$ cat config.mk
export PLATFORM = sky130hd
export DESIGN_NAME = f_pc_npc
export DESIGN_NICKNAME = d
export VERILOG_FILES = /design/src/rtl/f_pc_npc_pkg.sv /design/src/rtl/f_pc_npc_sel.sv /design/src/rtl/f_pc_npc.sv
export SDC_FILE = /design/constraint.sdc
export NUM_CORES = 1
export LEC_CHECK = 0
export ABC_AREA = 0
export CAP_MARGIN = 30
export CORE_ASPECT_RATIO = 0.7
export CORE_MARGIN = 1
export CORE_UTILIZATION = 38
export CTS_BUF_LIST = sky130_fd_sc_hd__clkbuf_4
export CTS_CLUSTER_DIAMETER = 30
export DETAILED_ROUTE_END_ITERATION = 6
export GPL_TIMING_DRIVEN = 0
export PLACE_DENSITY = 0.69
export SLEW_MARGIN = 10
export SYNTH_ARGS = -nofsm -noshare
export SYNTH_HDL_FRONTEND = slang
export SYNTH_SLANG_ARGS = --single-unit
export TNS_END_PERCENT = 30
$ cat constraint.sdc
create_clock -name clk -period 3.8 [get_ports clk]
set_input_delay 0.38 -clock clk [delete_from_list [all_inputs] [get_ports clk]]
set_output_delay 0.38 -clock clk [all_outputs]
set_load 0.03 [all_outputs]
$ cat src/rtl/f_pc_npc_pkg.sv
// Shared fetch-stage definitions: next-PC opcodes used by the D-stage
// controller and this unit, plus the reset PC and instruction memory window.
package f_pc_npc_pkg;

   typedef enum logic [2:0] {
      NPC_SEQ  = 3'd0,
      NPC_BEQ  = 3'd1,
      NPC_BNE  = 3'd2,
      NPC_J    = 3'd3,
      NPC_JR   = 3'd4,
      NPC_CJAL = 3'd5
   } npc_op_e;

   localparam logic [31:0] RESET_PC = 32'h0000_3000;
   localparam logic [31:0] IM_BASE  = 32'h0000_3000;
   localparam int          IM_DEPTH = 4096;
   // First byte address past the instruction memory
   localparam logic [31:0] IM_LIMIT = IM_BASE + 32'(4 * IM_DEPTH);

   // Word aligned and inside [IM_BASE, IM_LIMIT)
   function automatic logic fetch_legal(input logic [31:0] addr);
      return (addr[1:0] == 2'b00) && (addr >= IM_BASE) && (addr < IM_LIMIT);
   endfunction

endpackage

$ cat src/rtl/f_pc_npc_sel.sv
// Combinational target and redirect selection for the D-stage control
// transfer. The fall-through address is F_PC + 4: the instruction already in
// F is the delay slot, so D_PC + 4 is never a candidate.
module npc_sel
   import f_pc_npc_pkg::*;
(
   input  logic [2:0]  op_i,
   input  logic [31:0] d_pc_i,
   input  logic [15:0] imm16_i,
   input  logic [25:0] imm26_i,
   input  logic [31:0] rd1_i,
   input  logic        zero_i,
   input  logic        flag_jal_i,
   input  logic [31:0] f_pc_i,
   output logic        redirect_o,
   output logic [31:0] npc_o,
   output logic [31:0] pc8_o
);

   logic [31:0] br_tgt;
   logic [31:0] j_tgt;
   logic [31:0] tgt;

   assign br_tgt = d_pc_i + 32'd4 + {{14{imm16_i[15]}}, imm16_i, 2'b00};
   assign j_tgt  = {d_pc_i[31:28], imm26_i, 2'b00};
   assign pc8_o  = d_pc_i + 32'd8;

   // Decode the redirect condition and its target; codes 6-7 fall through
   always_comb begin
      redirect_o = 1'b0;
      tgt        = br_tgt;
      case (op_i)
         NPC_BEQ:  redirect_o = zero_i;
         NPC_BNE:  redirect_o = ~zero_i;
         NPC_J: begin
            redirect_o = 1'b1;
            tgt        = j_tgt;
         end
         NPC_JR: begin
            redirect_o = 1'b1;
            tgt        = rd1_i;
         end
         NPC_CJAL: begin
            redirect_o = flag_jal_i;
            tgt        = j_tgt;
         end
         default:  redirect_o = 1'b0;
      endcase
   end

   assign npc_o = redirect_o ? tgt : (f_pc_i + 32'd4);

endmodule

$ cat src/rtl/f_pc_npc.sv
// Fetch PC register and next-PC unit with one delay slot, a saturating
// redirect counter and an optional fetch range check enabled by the macro
// F_PC_RANGE_CHECK_EN (sticky F_PCErr, illegal NPC not loaded).
module f_pc_npc
   import f_pc_npc_pkg::*;
(
   input  logic        clk,
   input  logic        reset,
   input  logic        F_Stall,
   input  logic [2:0]  D_NPCOp,
   input  logic [31:0] D_PC,
   input  logic [15:0] D_Imm16,
   input  logic [25:0] D_Imm26,
   input  logic [31:0] D_RD1,
   input  logic        D_Zero,
   input  logic        D_FlagJAL,
   output logic [31:0] F_PC,
   output logic        D_Redirect,
   output logic [31:0] D_PC8,
   output logic [15:0] F_RedirCnt,
   output logic        F_PCErr
);

   logic [31:0] npc;
   logic        npc_ok;
   logic        load;
   logic [31:0] pc_q, pc_d;
   logic [15:0] cnt_q, cnt_d;

   npc_sel u_sel (
      .op_i       (D_NPCOp),
      .d_pc_i     (D_PC),
      .imm16_i    (D_Imm16),
      .imm26_i    (D_Imm26),
      .rd1_i      (D_RD1),
      .zero_i     (D_Zero),
      .flag_jal_i (D_FlagJAL),
      .f_pc_i     (pc_q),
      .redirect_o (D_Redirect),
      .npc_o      (npc),
      .pc8_o      (D_PC8)
   );

`ifdef F_PC_RANGE_CHECK_EN
   logic err_q, err_d;

   assign npc_ok = fetch_legal(npc);

   // Sticky error: set by any unstalled attempt to fetch outside the window
   always_comb begin
      err_d = err_q | (~F_Stall & ~npc_ok);
   end

   // Error flag register, cleared only by reset
   always_ff @(posedge clk or posedge reset) begin
      if (reset) err_q <= 1'b0;
      else       err_q <= err_d;
   end

   assign F_PCErr = err_q;
`else
   assign npc_ok  = 1'b1;
   assign F_PCErr = 1'b0;
`endif

   // Stall wins over redirect; a rejected NPC also holds PC and the count
   assign load = ~F_Stall & npc_ok;

   // Next-state for PC and the saturating redirect counter
   always_comb begin
      pc_d  = pc_q;
      cnt_d = cnt_q;
      if (load) begin
         pc_d = npc;
         if (D_Redirect && (cnt_q != 16'hFFFF)) cnt_d = cnt_q + 16'd1;
      end
   end

   // PC and counter registers with asynchronous reset
   always_ff @(posedge clk or posedge reset) begin
      if (reset) begin
         pc_q  <= RESET_PC;
         cnt_q <= 16'd0;
      end else begin
         pc_q  <= pc_d;
         cnt_q <= cnt_d;
      end
   end

   assign F_PC       = pc_q;
   assign F_RedirCnt = cnt_q;

endmodule

==> summary.txt <==
Power and ir drop
  – Power per cell area: 352 nW/µm²
  – Peak supply drop: 0.352 mV
  – Psw: 1.33 mW
  – Net Sw Frac: 0.470
  – Share of power burned in registers: 0.293
  – Clk pwr share: 0.121
  – Leakage dissipation: 3.30 nW
  – Internal power: 1.50 mW
  – Combinational share of power: 0.586

Logic synthesis
  – Post-Synthesis Cells: 729
  – Dominant cell type by area after synthesis: dfrtp_1
  – Post-synthesis mux area share: 0.0138
  – Main synth FF type: dfrtp_1
  – Share of flip-flops with an asynchronous set or reset: 1.00
  – Synth Area in Compound Gates: 0.262
  – Number of synthesized flops with an enable pin: 0
  – Synthesized Nets: 904
  – Avg Synthesized Cell Area: 7.86 µm²
  – Synth Register Bits: 48
  – Synth warn: 0
  – Simple-gate share of the synthesized area: 0.253
  – Synth cell count leaders: nand2_1, nor2_1, a21oi_1
  – Area contributors post-synth: dfrtp_1, ha_1, xnor2_1, a21oi_1, nand2_1
  – Adder-cell area share of the yosys netlist: 0.134
  – Yosys top cell area share: 0.201
  – Seq/Total Area, Yosys: 0.210
  – Post-Synthesis Cell Area: 5730 µm²
  – Count of different cell masters after synthesis: 77
  – XOR/XNOR Fraction of Synth Area: 0.0871
  – Largest family of logic cells by synthesized area: compound AO/OA/AOI/OAI gates

Setup path
  – Critical path class: input pin to primary output
  – Slowest CP cell: clkdlybuf4s50_1
  – Required time of the critical path: 3.42 ns
  – CP max stage delay: 0.69 ns
  – Worst Path Buf+Inv: 2
  – Largest delay share family, worst path: buffers and inverters
  – Critical Path Start Type: input pin
  – Worst path cell trace: clkdlybuf4s50_1 > ha_1 > nand4_1 > nor3_4 > nand2_1 > or3_1 > xnor2_1 > clkdlybuf4s50_1
  – Critical path capture point type: primary output
  – Worst-path fanout max: 5
  – CP most frequent cell: clkdlybuf4s50_1
  – Arr. time, crit path: 3.21 ns

Timing
  – Clk_skew: 0.0104 ns
  – Final hold viol count: 0
  – Slew @ Worst Pin: 0.909 ns
  – Final min period: 3.59 ns
  – Final Cycle Share: 0.946
  – Fin. max-slew vios: 0
  – # setup viols final: 0
  – Fmax: 278 MHz
  – Relative slew slack: 0.392
  – Setup repair after global routing missed its margin: false

Route
  – Drt first-iter violations: 571
  – # DRC: 0
  – Total wire length: 20,500 µm
  – Wire length per cell: 18.2 µm
  – Vias: 6,497
  – Vias/cell: 5.76
  – DRT Pass-1 Iters: 7
  – Number of nets with antenna violations after routing: 0

Place
  – GPL Wtd Cong: 0.926
  – Placed Cells: 1,118
  – Buffers on Ports: 193
  – DP HPWL: 16,300 µm

Clocking
  – H-tree levels: 2
  – CTS Buf Count: 5
  – Clock latency on the worst-skew pair: 0.41 ns
  – Post_cts resized: 3
  – Bufs on Longest Clock Path: 2
  – Clk root buf: clkbuf_4
  – Clock sinks: 48
  – Hold_buf cts: 0
  – Worst-path clk slew: 0.16 ns
  – Post CTS Setup Buffer Count: 0
  – CTS tree: built

Global route
  – Vias in the first global route: 5,902
  – Global-route wire length before repair: 31,900 µm
  – Initial antenna violation count: 1
  – Total gr overflow: 0
  – Largest net degree at the start of global routing: 26
  – Total GRT Usage: 0.258

Die
  – Full die area: 15,600 µm²
  – Die width: 149 µm
  – Initial Util: 0.389
  – Ports: 196
  – Core Region: 14,700 µm²
  – Die Span Y: 105 µm
  – Rows: 37

Layout
  – Nets: 1,105
  – Post-layout util: 0.546
  – Layout Cells excl Fill: 1,127
  – Synth-to-Final Area Change: 40.4%
  – Fill cells: 1,400
  – Layout cells sized above 1: 0.0569

Job
  – Max-cap violations: 0

Outcome
  – Outcome: complete, no violations

Worst hold path
  – Hold crit path type: input pin to asynchronous set/reset pin
-- worst paths after layout --
path | endpoint | depth (start not counted) | from | slack [ns]
min | F_PC[3] | 2 | reset | 0.36
max reg2reg | F_PC[18] | 8 | F_PC[2] | 1.29
max in group asynchronous | F_PC[13] | 3 | reset | 2.83
min reg2reg | F_RedirCnt[12] | 1 | F_RedirCnt[12] | 0.50
max | D_PC8[25] | 8 | D_PC[3] | 0.21
min in group clk | F_RedirCnt[12] | 1 | F_RedirCnt[12] | 0.50
-- through the flow --
| stage | total power [mW] | setup WS (ns) | hold slack, ns | TNS [ns] | instance area, µm² |
|---|---|---|---|---|---|
| floorplan | 1.80 | 1.18 | 0.573 | 0 | 5730 |
| CTS | 2.82 | 0.0284 | 0.369 | 0 | 8030 |
| global placement | 2.47 | -0.286 | 0.478 | -1.06 | 7910 |
| finish | 2.83 | 0.206 | 0.356 | 0 | 8040 |
| global route | 3.00 | 0.0530 | 0.400 | 0 | 8040 |
| detailed placement | 2.48 | -0.275 | 0.484 | -0.949 | 7930 |
-- power by group through the flow --
stage | clock network (mW) | logic, mW | registers [mW]
after floorplan | 0 | 0.747 | 1.05
after global placement | 0 | 1.63 | 0.834
after detailed placement | 0 | 1.64 | 0.833
after CTS | 0.343 | 1.65 | 0.825
after global routing | 0.366 | 1.78 | 0.853
final | 0.342 | 1.66 | 0.831
-- logic make-up after synthesis --
family / Yosys count
buffers and inverters: 52
flip-flops: 48
adder cells (fa/ha/maj): 61
AND/OR/NAND/NOR: 282
multiplexers: 7
AO/OA/AOI/OAI: 221
other: 1
XOR/XNOR: 57
-- sequential cells by signal, indices dropped and copies added (netlist names) --
register    cells
F_PC           32
F_RedirCnt     16
-- final cells by class --
class	instances	area, µm²	area share
repair buffers	194	1970	0.245
inverters	14	52.6	0.00653
diodes	1	2.50	0.000311
multi-input cells	629	4320	0.537
well taps	195	244	0.0303
clock inverters	3	46.3	0.00576
plain buffers	38	170	0.0212
clock buffers	5	37.5	0.00467
flip-flops and latches	48	1200	0.150
-- cell usage in the layout (no fill, tap or decap), drive strengths merged, types with 5 or more instances in the layout --
cell type,Yosys,final
nand2b,5,5
ha,60,60
clkdlybuf4s50,0,190
o22ai,11,11
a221oi,24,24
o31ai,7,7
a21o,12,12
and3,19,19
o21ai,38,38
xnor2,36,36
dfrtp,46,46
inv,14,15
buf,17,18
clkbuf,21,26
a31oi,11,11
nand3,50,50
nand4,24,24
a21oi,62,62
xor2,21,21
a211oi,8,8
o211ai,7,7
and2,7,7
nor3,19,19
nand2,66,66
nor2,66,66
-- routing by layer --
metal / wire length [µm] / track usage / vias up / part of all wire
li1: - / - / 3168 / -
met5: 0 / 0 / - / 0
met4: 100 / 0.0328 / 0 / 0.0049
met2: 8280 / 0.367 / 330 / 0.40
met3: 2440 / 0.0773 / 13 / 0.12
met1: 9660 / 0.386 / 2986 / 0.47
Note: power is estimated with default switching activity, not from simulation.
